### src/rtl/rob_commit_unit_pkg.sv
// ----------------------------------------------------------------------------
// rob_commit_unit_pkg
// Shared types for the reorder buffer and its rename-side channel:
//   - ROB geometry (DEPTH entries, IDX_W index bits)
//   - rob_idx_t / rob_ptr_t (pointer carries an extra wrap bit)
//   - arch_addr_t / phy_addr_t register address types
//   - rob_entry_t per-entry payload, rob_state_e retirement state
// Optional feature macro: ROB_COMMIT_TRACE_EN (adds the PC field to entries).
// ----------------------------------------------------------------------------
package rob_commit_unit_pkg;

  localparam int unsigned DEPTH = 16;
  localparam int unsigned IDX_W = $clog2(DEPTH);

  typedef logic [IDX_W-1:0] rob_idx_t;
  typedef logic [IDX_W:0]   rob_ptr_t;
  typedef logic [4:0]       arch_addr_t;
  typedef logic [5:0]       phy_addr_t;
  typedef logic [31:0]      addr_t;

  typedef enum logic [0:0] {
    RUN   = 1'b0,
    FLUSH = 1'b1
  } rob_state_e;

  typedef struct packed {
    logic       valid;
    logic       done;
    logic       redirect;
    arch_addr_t rd_arch;
    phy_addr_t  rd_phy;
    phy_addr_t  rd_origin;
`ifdef ROB_COMMIT_TRACE_EN
    addr_t      pc;
`endif
    addr_t      redirect_pc;
  } rob_entry_t;

  // Entry index part of a wrap-bit pointer.
  function automatic rob_idx_t ptr_idx(input rob_ptr_t p);
    return p[IDX_W-1:0];
  endfunction

  // Wrap bit of a pointer.
  function automatic logic ptr_wrap(input rob_ptr_t p);
    return p[IDX_W];
  endfunction

endpackage

### src/rtl/rob_commit_unit_if.sv
// ----------------------------------------------------------------------------
// rob_commit_unit_if
// Rename <-> ROB channel: dispatch, writeback completion, commit/free and
// pipeline flush.
//   master : rename/writeback side (drives disp_*, wb_*)
//   slave  : ROB side (drives disp_ready, disp_idx, free_valid, rd_*, flush*)
// ----------------------------------------------------------------------------
interface rob_commit_unit_if
  import rob_commit_unit_pkg::*;
();

  // Dispatch
  logic       disp_valid;
  logic       disp_ready;
  arch_addr_t disp_rd_arch;
  phy_addr_t  disp_rd_phy;
  phy_addr_t  disp_rd_origin;
  addr_t      disp_pc;
  rob_idx_t   disp_idx;

  // Writeback
  logic       wb_valid;
  rob_idx_t   wb_idx;
  logic       wb_redirect;
  addr_t      wb_redirect_pc;

  // Commit / free
  logic       free_valid;
  arch_addr_t rd_arch;
  phy_addr_t  rd_phy;
  phy_addr_t  rd_origin;

  // Flush
  logic       flush;
  addr_t      flush_pc;

  modport master (
    output disp_valid, disp_rd_arch, disp_rd_phy, disp_rd_origin, disp_pc,
    input  disp_ready, disp_idx,
    output wb_valid, wb_idx, wb_redirect, wb_redirect_pc,
    input  free_valid, rd_arch, rd_phy, rd_origin,
    input  flush, flush_pc
  );

  modport slave (
    input  disp_valid, disp_rd_arch, disp_rd_phy, disp_rd_origin, disp_pc,
    output disp_ready, disp_idx,
    input  wb_valid, wb_idx, wb_redirect, wb_redirect_pc,
    output free_valid, rd_arch, rd_phy, rd_origin,
    output flush, flush_pc
  );

endinterface

### src/rtl/rob_commit_unit.sv
// ----------------------------------------------------------------------------
// rob_commit_unit
// In-order retirement stage: circular reorder buffer that allocates one entry
// per dispatched instruction, marks entries done on writeback, retires at most
// one entry per cycle and raises a one-cycle flush after a redirecting entry
// retires.
// Ports:
//   clk      : clock
//   rst      : synchronous, active-high reset
//   rob_if   : rob_commit_unit_if.slave (dispatch / writeback / free / flush)
// Optional feature macro ROB_COMMIT_TRACE_EN:
//   debug_commit_valid_o / debug_commit_pc_o / debug_commit_rd_o, registered
//   one cycle after free_valid, plus a checker on writeback to invalid entries.
// ----------------------------------------------------------------------------
module rob_commit_unit
  import rob_commit_unit_pkg::*;
(
  input  logic              clk,
  input  logic              rst,
  rob_commit_unit_if.slave  rob_if
`ifdef ROB_COMMIT_TRACE_EN
  ,
  output logic              debug_commit_valid_o,
  output addr_t             debug_commit_pc_o,
  output arch_addr_t        debug_commit_rd_o
`endif
);

  rob_entry_t entries_q [DEPTH];
  rob_ptr_t   head_q, head_d;
  rob_ptr_t   tail_q, tail_d;
  rob_state_e state_q, state_d;
  addr_t      flush_pc_q, flush_pc_d;

  rob_entry_t head_entry_s;
  rob_entry_t new_entry_s;
  logic       full_s;
  logic       disp_ready_s;
  logic       disp_fire_s;
  logic       commit_s;
  logic       commit_redirect_s;
  logic       wb_hit_s;

  // Head entry view and the handshake qualifiers derived from it.
  always_comb begin
    head_entry_s      = entries_q[ptr_idx(head_q)];
    // Same index with opposite wrap bits means the tail lapped the head.
    full_s            = (ptr_idx(head_q) == ptr_idx(tail_q)) &&
                        (ptr_wrap(head_q) != ptr_wrap(tail_q));
    disp_ready_s      = ~full_s & (state_q == RUN);
    disp_fire_s       = rob_if.disp_valid & disp_ready_s;
    commit_s          = (state_q == RUN) & head_entry_s.valid & head_entry_s.done;
    commit_redirect_s = commit_s & head_entry_s.redirect;
    wb_hit_s          = rob_if.wb_valid & (state_q == RUN) &
                        entries_q[rob_if.wb_idx].valid;
  end

  // Payload written into the tail entry on dispatch.
  always_comb begin
    new_entry_s           = '0;
    new_entry_s.valid     = 1'b1;
    new_entry_s.done      = 1'b0;
    new_entry_s.redirect  = 1'b0;
    new_entry_s.rd_arch   = rob_if.disp_rd_arch;
    new_entry_s.rd_phy    = rob_if.disp_rd_phy;
    new_entry_s.rd_origin = rob_if.disp_rd_origin;
`ifdef ROB_COMMIT_TRACE_EN
    new_entry_s.pc        = rob_if.disp_pc;
`endif
  end

`ifndef ROB_COMMIT_TRACE_EN
  // The PC is only kept for the commit trace.
  logic unused_disp_pc_s;
  assign unused_disp_pc_s = ^rob_if.disp_pc;
`endif

  // Entry array: dispatch write, writeback completion, commit release.
  always_ff @(posedge clk) begin
    if (rst) begin
      for (int i = 0; i < DEPTH; i++) begin
        entries_q[i].valid <= 1'b0;
      end
    end else if (state_q == FLUSH) begin
      for (int i = 0; i < DEPTH; i++) begin
        entries_q[i].valid <= 1'b0;
      end
    end else begin
      if (disp_fire_s) begin
        entries_q[ptr_idx(tail_q)] <= new_entry_s;
      end
      if (wb_hit_s) begin
        entries_q[rob_if.wb_idx].done        <= 1'b1;
        entries_q[rob_if.wb_idx].redirect    <= rob_if.wb_redirect;
        entries_q[rob_if.wb_idx].redirect_pc <= rob_if.wb_redirect_pc;
      end
      // Placed last so a retiring head always leaves invalid.
      if (commit_s) begin
        entries_q[ptr_idx(head_q)].valid <= 1'b0;
      end
    end
  end

  // Next head/tail pointers and flush target.
  always_comb begin
    head_d     = head_q;
    tail_d     = tail_q;
    flush_pc_d = flush_pc_q;
    if (state_q == FLUSH) begin
      head_d = '0;
      tail_d = '0;
    end else begin
      if (disp_fire_s) begin
        tail_d = tail_q + rob_ptr_t'(1);
      end else begin
        tail_d = tail_q;
      end
      if (commit_s) begin
        head_d = head_q + rob_ptr_t'(1);
      end else begin
        head_d = head_q;
      end
      if (commit_redirect_s) begin
        flush_pc_d = head_entry_s.redirect_pc;
      end else begin
        flush_pc_d = flush_pc_q;
      end
    end
  end

  // Pointer and flush-target registers.
  always_ff @(posedge clk) begin
    if (rst) begin
      head_q     <= '0;
      tail_q     <= '0;
      flush_pc_q <= 32'h0000_0000;
    end else begin
      head_q     <= head_d;
      tail_q     <= tail_d;
      flush_pc_q <= flush_pc_d;
    end
  end

  // FSM state register.
  always_ff @(posedge clk) begin
    if (rst) begin
      state_q <= RUN;
    end else begin
      state_q <= state_d;
    end
  end

  // FSM next state: FLUSH always lasts a single cycle.
  always_comb begin
    state_d = state_q;
    case (state_q)
      RUN: begin
        if (commit_redirect_s) begin
          state_d = FLUSH;
        end else begin
          state_d = RUN;
        end
      end
      FLUSH:   state_d = RUN;
      default: state_d = RUN;
    endcase
  end

  // FSM / channel outputs; retiring rd fields read zero when nothing retires.
  always_comb begin
    rob_if.disp_ready = disp_ready_s;
    rob_if.disp_idx   = ptr_idx(tail_q);
    rob_if.free_valid = commit_s;
    if (commit_s) begin
      rob_if.rd_arch   = head_entry_s.rd_arch;
      rob_if.rd_phy    = head_entry_s.rd_phy;
      rob_if.rd_origin = head_entry_s.rd_origin;
    end else begin
      rob_if.rd_arch   = 5'd0;
      rob_if.rd_phy    = 6'd0;
      rob_if.rd_origin = 6'd0;
    end
    rob_if.flush    = (state_q == FLUSH);
    rob_if.flush_pc = flush_pc_q;
  end

`ifdef ROB_COMMIT_TRACE_EN
  logic       dbg_valid_q;
  addr_t      dbg_pc_q;
  arch_addr_t dbg_rd_q;

  // Commit trace, delayed one cycle behind free_valid.
  always_ff @(posedge clk) begin
    if (rst) begin
      dbg_valid_q <= 1'b0;
      dbg_pc_q    <= 32'h0000_0000;
      dbg_rd_q    <= 5'd0;
    end else begin
      dbg_valid_q <= commit_s;
      dbg_pc_q    <= head_entry_s.pc;
      dbg_rd_q    <= head_entry_s.rd_arch;
    end
  end

  assign debug_commit_valid_o = dbg_valid_q;
  assign debug_commit_pc_o    = dbg_pc_q;
  assign debug_commit_rd_o    = dbg_rd_q;

  rob_commit_unit_chk u_chk (
    .clk_i             (clk),
    .rst_i             (rst),
    .wb_valid_i        (rob_if.wb_valid & (state_q == RUN)),
    .wb_target_valid_i (entries_q[rob_if.wb_idx].valid)
  );
`endif

endmodule

`ifdef ROB_COMMIT_TRACE_EN
// Checker: a completion report must target an allocated entry.
module rob_commit_unit_chk (
  input logic clk_i,
  input logic rst_i,
  input logic wb_valid_i,
  input logic wb_target_valid_i
);
  wb_to_invalid_entry_a: assert property (
    @(posedge clk_i) disable iff (rst_i) wb_valid_i |-> wb_target_valid_i
  );
endmodule
`endif
### src/flat_wrapper.sv
// flat-port wrapper written by rule: the top's interface ports become plain ports
module rob_commit_unit_flat import rob_commit_unit_pkg::*;
  (clk, rst, rob_if_disp_valid, rob_if_disp_rd_arch, rob_if_disp_rd_phy, rob_if_disp_rd_origin, rob_if_disp_pc, rob_if_disp_ready, rob_if_disp_idx, rob_if_wb_valid, rob_if_wb_idx, rob_if_wb_redirect, rob_if_wb_redirect_pc, rob_if_free_valid, rob_if_rd_arch, rob_if_rd_phy, rob_if_rd_origin, rob_if_flush, rob_if_flush_pc);
  rob_commit_unit_if rob_if_i ();
  input  logic clk;
  input  logic rst;
  input wire logic [$bits(rob_if_i.disp_valid)-1:0] rob_if_disp_valid;
  input wire logic [$bits(rob_if_i.disp_rd_arch)-1:0] rob_if_disp_rd_arch;
  input wire logic [$bits(rob_if_i.disp_rd_phy)-1:0] rob_if_disp_rd_phy;
  input wire logic [$bits(rob_if_i.disp_rd_origin)-1:0] rob_if_disp_rd_origin;
  input wire logic [$bits(rob_if_i.disp_pc)-1:0] rob_if_disp_pc;
  output wire logic [$bits(rob_if_i.disp_ready)-1:0] rob_if_disp_ready;
  output wire logic [$bits(rob_if_i.disp_idx)-1:0] rob_if_disp_idx;
  input wire logic [$bits(rob_if_i.wb_valid)-1:0] rob_if_wb_valid;
  input wire logic [$bits(rob_if_i.wb_idx)-1:0] rob_if_wb_idx;
  input wire logic [$bits(rob_if_i.wb_redirect)-1:0] rob_if_wb_redirect;
  input wire logic [$bits(rob_if_i.wb_redirect_pc)-1:0] rob_if_wb_redirect_pc;
  output wire logic [$bits(rob_if_i.free_valid)-1:0] rob_if_free_valid;
  output wire logic [$bits(rob_if_i.rd_arch)-1:0] rob_if_rd_arch;
  output wire logic [$bits(rob_if_i.rd_phy)-1:0] rob_if_rd_phy;
  output wire logic [$bits(rob_if_i.rd_origin)-1:0] rob_if_rd_origin;
  output wire logic [$bits(rob_if_i.flush)-1:0] rob_if_flush;
  output wire logic [$bits(rob_if_i.flush_pc)-1:0] rob_if_flush_pc;
  assign rob_if_i.disp_valid = rob_if_disp_valid;
  assign rob_if_i.disp_rd_arch = rob_if_disp_rd_arch;
  assign rob_if_i.disp_rd_phy = rob_if_disp_rd_phy;
  assign rob_if_i.disp_rd_origin = rob_if_disp_rd_origin;
  assign rob_if_i.disp_pc = rob_if_disp_pc;
  assign rob_if_disp_ready = rob_if_i.disp_ready;
  assign rob_if_disp_idx = rob_if_i.disp_idx;
  assign rob_if_i.wb_valid = rob_if_wb_valid;
  assign rob_if_i.wb_idx = rob_if_wb_idx;
  assign rob_if_i.wb_redirect = rob_if_wb_redirect;
  assign rob_if_i.wb_redirect_pc = rob_if_wb_redirect_pc;
  assign rob_if_free_valid = rob_if_i.free_valid;
  assign rob_if_rd_arch = rob_if_i.rd_arch;
  assign rob_if_rd_phy = rob_if_i.rd_phy;
  assign rob_if_rd_origin = rob_if_i.rd_origin;
  assign rob_if_flush = rob_if_i.flush;
  assign rob_if_flush_pc = rob_if_i.flush_pc;
  rob_commit_unit u_core (.clk(clk), .rst(rst), .rob_if(rob_if_i));
endmodule
### config.mk
export PLATFORM = sky130hd
export DESIGN_NAME = rob_commit_unit_flat
export DESIGN_NICKNAME = d
export VERILOG_FILES = /design/src/rtl/rob_commit_unit_pkg.sv /design/src/rtl/rob_commit_unit_if.sv /design/src/rtl/rob_commit_unit.sv /design/src/flat_wrapper.sv
export SDC_FILE = /design/constraint.sdc
export NUM_CORES = 1
export LEC_CHECK = 0
export ABC_AREA = 1
export BUFFER_PORTS_ARGS = -buffer_cell sky130_fd_sc_hd__buf_4
export CAP_MARGIN = 20
export CORE_MARGIN = 2
export CORE_UTILIZATION = 25
export DETAILED_ROUTE_END_ITERATION = 8
export GPL_TIMING_DRIVEN = 1
export HOLD_SLACK_MARGIN = 0.12
export PLACE_DENSITY = 0.38
export SETUP_SLACK_MARGIN = 0.4
export SYNTH_ARGS = -nofsm -noshare
export SYNTH_HDL_FRONTEND = slang
export SYNTH_SLANG_ARGS = --single-unit
export TNS_END_PERCENT = 100
### constraint.sdc
create_clock -name clk -period 10.62 [get_ports clk]
set_input_delay 0.531 -clock clk [delete_from_list [all_inputs] [get_ports clk]]
set_output_delay 0.531 -clock clk [all_outputs]
set_load 0.01 [all_outputs]
; Word level (Yosys, flattened, before mapping)
; Memory sizes are Yosys's and may differ from the RTL's. A register that Yosys moved wholly into a read port is not among the register bits.
; Cells that the tools add are included.
[classes]
bitwise = 25
n_reduce_logical = 6
eq_ne = 2
n_addsub = 2
n_mux = 49
[ops]
columns = cell, count
row1 = 52-bit 2-to-1 mux, 3
row2 = 52-bit OR reduction, 3
row3 = 1-bit 2-to-1 mux, 34
row4 = 4-bit 2-to-1 mux, 5
row5 = 1-bit bitwise OR, 16
row6 = 6-bit 2-to-1 mux, 2
row7 = "5-bit by 1-bit adder with 5-bit output, second input constant", 2
row8 = 1-bit bitwise AND, 7
row9 = 5-bit 2-to-1 mux, 1
row10 = 4-bit == test, 1
row11 = 2-bit 2-to-1 mux, 2
row12 = 3-bit 2-to-1 mux, 1
row13 = 1-bit inverter, 2
row14 = 1-bit case mux with 2 select lines, 1
row15 = 2-bit AND reduction, 1
row16 = 2-bit OR reduction, 1
row17 = 1-bit logical AND, 1
row18 = 1-bit inequality test, 1
[totals]
in_bits = 90
ramBits = 832
mem_count = 1
reg_bits = 43
elab_cells = 89
output_inout_bits = 56
[mem_list]
columns = name, words, word_bits, rd, rd_ports_with_merged_regs, wr, line_no
row1 = u_core.entries_q, 16, 52, 2, 1, 16, rob_commit_unit.sv:29  ; rob_entry_t entries_q [DEPTH];

; Longest topological paths before layout
[depth]
depth_word = 11
mapped_depth = 14
mapped_depth_nobuf = 11

; Worst setup path before layout
; Ideal clock, no wire load.
[synth_timing]
kind = register to register
from = register u_core.head_q[3]
to = memory u_core.entries_q[0][0] (netlist name), enable pin
setup_ns = 0.391
n_path_buf = 2
stages_incl_launch_ff = 9
setup_slack_ns = 7.283
t_required_ns = 10.229
arrival_time_ns = 2.946
synth_period_minus_slack_ns = 3.337
path_cell_list = dfxtp_1 -> clkbuf_1 -> xnor2_1 -> nand4_1 -> nand4_1 -> clkbuf_1 -> nor2_1 -> inv_1 -> nand2_1
[synth_lines]
columns = element, line_no
row1 = "start, declared", rob_commit_unit.sv:30  ; rob_ptr_t head_q, head_d;
row2 = "start signal, assigned", rob_commit_unit.sv:134  ; head_q <= '0;
row3 = "start signal, assigned", rob_commit_unit.sv:138  ; head_q <= head_d;
row4 = "end, declared", rob_commit_unit.sv:29

==> results.py <==
metrics = {
    "floorplan": {
        "die_h_um": 396,
        "rows": 144,
        "core-area_sq_um": 154000,
        "initial_utilization_pct": 25.1,
        "dieArea_sq_um": 157000,
        "dieWidth_um": 396,
        "io_pins": 146,
    },
    "synth": {
        "seq_area_frac_synth_pct": 66.5,
        "syn_area_per_cell_sq_um": 9.98,
        "netlist_area_sq_um": 38500,
        "synth_edf_count": 800,
        "synthArstFlopShare_pct": 0,
        "syn_inst": 3857,
        "yosysTopAreaCell": "edfxtp_1",
        "synth_nets": 3955,
        "yosys_warnings": 0,
        "ys.flop_type": "edfxtp_1",
        "ys_ff_latch": 879,
        "yosysUniqueCellTypes": 32,
        "synth_top_area_share_pct": 62.4,
        "yosys-top-cells-area": "edfxtp_1 62%, nand2_1 11%, nand3_1 7.4%",
    },
    "clocking": {
        "numCtsBuffers": 104,
        "cts_root_buf": "clkbuf_16",
        "cts_buffer_depth": 3,
        "path_clk_slew_ns": 0.06,
        "cts_sinks": 879,
        "cts_max_level": 3,
        "clock_latency_ns": 0.73,
        "cts_resized": 0,
        "tritoncts": "yes",
        "postCtsSetupBuffers": 0,
    },
    "global_routing": {
        "overflow": 0,
        "grt_pass1_wl_mm": 192,
        "antenna_found_initial": 1,
        "grt_usage_pct": 16.7,
        "grt_pass1_vias": 26700,
        "grt_max_degree": 159,
    },
    "worst_setup_path": {
        "cp.required_ns": 10.09,
        "crit_type": "reg -> out",
        "crit_fanout": 158,
        "crit_path_end_kind": "output pin",
        "cp-start-kind": "flop",
        "arrival_ns": 4.94,
    },
    "routing": {
        "wl_met1_mm": 62.3,
        "drt-vias-per-instance": 4.56,
        "drt-total-wl_mm": 132,
        "vias": 27400,
        "drtPass1Iterations": 6,
        "routed.top_layer": "met4",
        "drt_iter0_drc": 1884,
        "wl_met3_mm": 5.63,
        "met2WireLength_mm": 61.1,
        "route.detailed.wl_per_inst_um": 22.0,
        "antenna_left": 0,
        "drc": 0,
    },
    "power": {
        "switching_power_mw": 2.77,
        "leakage_nw": 16.7,
        "p_seq_share_pct": 42.7,
        "p_int_mw": 6.31,
        "power.clock.fraction_pct": 39.1,
        "irDropWorstVdd_uv": 175,
        "power_frac_comb_pct": 18.2,
        "power_density_nw_per_um2": 202,
        "sw_frac_of_total_pct": 30.5,
        "total_power_mw": 9.07,
    },
    "timing": {
        "fin_hold_ws_ns": 0.196,
        "finalHoldViolations": 0,
        "skew_ns": 0.0287,
        "setup_tns_ns": 0,
        "timing.fmax_ghz": 0.183,
        "max_slew_margin_pct": 27.9,
        "setup_viol": 0,
        "fin_crit_ns": 5.47,
        "post-route-period-util_pct": 51.5,
        "grt_setup_unrepaired": "no",
        "final_max_slew_viol_count": 0,
        "tightest_slew_ns": 1.08,
    },
    "flow_run": {
        "cap_violations": 0,
    },
    "placed_design": {
        "gp_congestion": 0.719,
        "hpwlAfterDp_mm": 64.5,
        "portBuffers": 113,
        "placedCellCount": 5799,
        "placed_area_sq_um": 41300,
    },
    "final_layout": {
        "post_layout_nonfiller_instances": 6014,
        "design_area_sq_um": 44800,
        "area_delta_synth_final_pct": 16.4,
        "fillers": 16100,
        "drive_gt1_share_pct": 10.1,
        "final_nets": 3977,
    },
    "hold_path": {
        "hp-class": "in -> reg",
    },
    "status": {
        "status": "finished, final reports clean",
    },
}
==> cells by family after synthesis <==
logic type	Yosys count	share of synthesized area (%)
adder cells (fa/ha/maj)	8	0.260
flip-flops	879	66.5
AND/OR/NAND/NOR	2442	26.5
XOR/XNOR	8	0.182
buffers and inverters	403	4.73
AO/OA/AOI/OAI	117	1.82
==> power groups by stage <==
stage / clock (mW) / sequential, mW / combinational, mW
finish: 3.55 / 3.87 / 1.65
global route: 3.76 / 3.88 / 1.87
CTS: 3.64 / 3.88 / 1.68
detailed placement: 0 / 3.95 / 1.67
global placement: 0 / 3.95 / 1.67
floorplan: 0 / 3.92 / 1.10
==> flip-flops by register name, indices dropped and copies added (netlist names), named ones only <==
register                count
u_core.head_q               5
u_core.entries_q          832
u_core.rob_if.flush_pc     32
u_core.rob_if.flush         1
u_core.tail_q               5
==> layer usage <==
| layer | vias up | global-route usage (%) |
|---|---|---|
| met1 | 13600 | 23.3 |
| met3 | 189 | 2.37 |
| li1 | 13000 | - |
| met4 | 0 | 4.47 |
| met5 | - | 0 |
| met2 | 633 | 26.9 |
==> cell usage in the layout (no fill, tap or decap), types with 11 or more instances in the layout <==
| master | count |
|---|---|
| nor2_2 | 33 |
| nor3_1 | 13 |
| a31oi_1 | 16 |
| inv_1 | 119 |
| a21oi_1 | 63 |
| nand3_1 | 570 |
| nand4_4 | 16 |
| clkbuf_16 | 105 |
| dlygate4sd3_1 | 17 |
| buf_4 | 172 |
| clkbuf_1 | 34 |
| nor2_1 | 661 |
| clkinv_2 | 11 |
| edfxtp_1 | 800 |
| clkinv_1 | 28 |
| dfxtp_1 | 75 |
| o21ai_0 | 13 |
| nor2_4 | 12 |
| nand2_1 | 1118 |
| nand2_2 | 16 |
==> worst paths after layout <==
| check | startpoint | end | slack [ns] | cells past startpoint |
|---|---|---|---|---|
| worst min register to register | u_core.entries_q[0][50] | u_core.entries_q[0][50] | 0.45 | 2 |
| worst max-delay path | flop | rob_if_rd_arch[4] | 5.15 | 12 |
| worst min-delay path | rst | u_core.head_q[4] | 0.20 | 4 |
| worst max register to register | u_core.rob_if.flush | u_core.entries_q[7][16] | 5.64 | 6 |
==> cell type report <==
type | instances | area (sq um) | share of cell area (%)
sequential | 879 | 25600 | 57.2
multi-input combinational | 2575 | 11300 | 25.2
clock buffer | 147 | 2870 | 6.39
tap | 2044 | 2560 | 5.71
timing repair buffer | 191 | 1510 | 3.37
inverter | 128 | 502 | 1.12
clock inverter | 49 | 479 | 1.07
antenna | 1 | 2.50 | 0.00558
==> metrics by stage <==
step	util (%)	worst slack, ns
after floorplan	-	7.28
after global placement	26.9	5.29
after detailed placement	26.9	5.25
after CTS	29.2	4.92
after global routing	29.2	4.69
final	29.2	5.15
==> what timing repair did <==
action                     CTS  global route
hold endpoints to repair   272             0
hold buffers                17             0
setup endpoints to repair    0             0
==> cell usage after synthesis, drive strengths merged (13+ instances only) <==
master / instances
clkbuf: 163
nor3: 13
nand3: 570
buf: 112
inv: 124
a31oi: 16
nand2: 1135
a21oi: 63
edfxtp: 800
nand4: 18
o21ai: 13
nor2: 706
dfxtp: 79
==> critical path, cell delays in order, from the launching register on <==
cell and delay (ns):
dfxtp_4 0.51, inv_8 0.56, buf_12 0.67, nand3_1 0.15, nand3_1 0.12, nand3_1 0.09, nand3_1 0.10, nand2_1 0.11
nor2_4 0.39, buf_4 0.64, o21ai_0 0.18, nor2_1 0.38, buf_4 0.21
No activity file was read; power rests on OpenSTA's default activity.
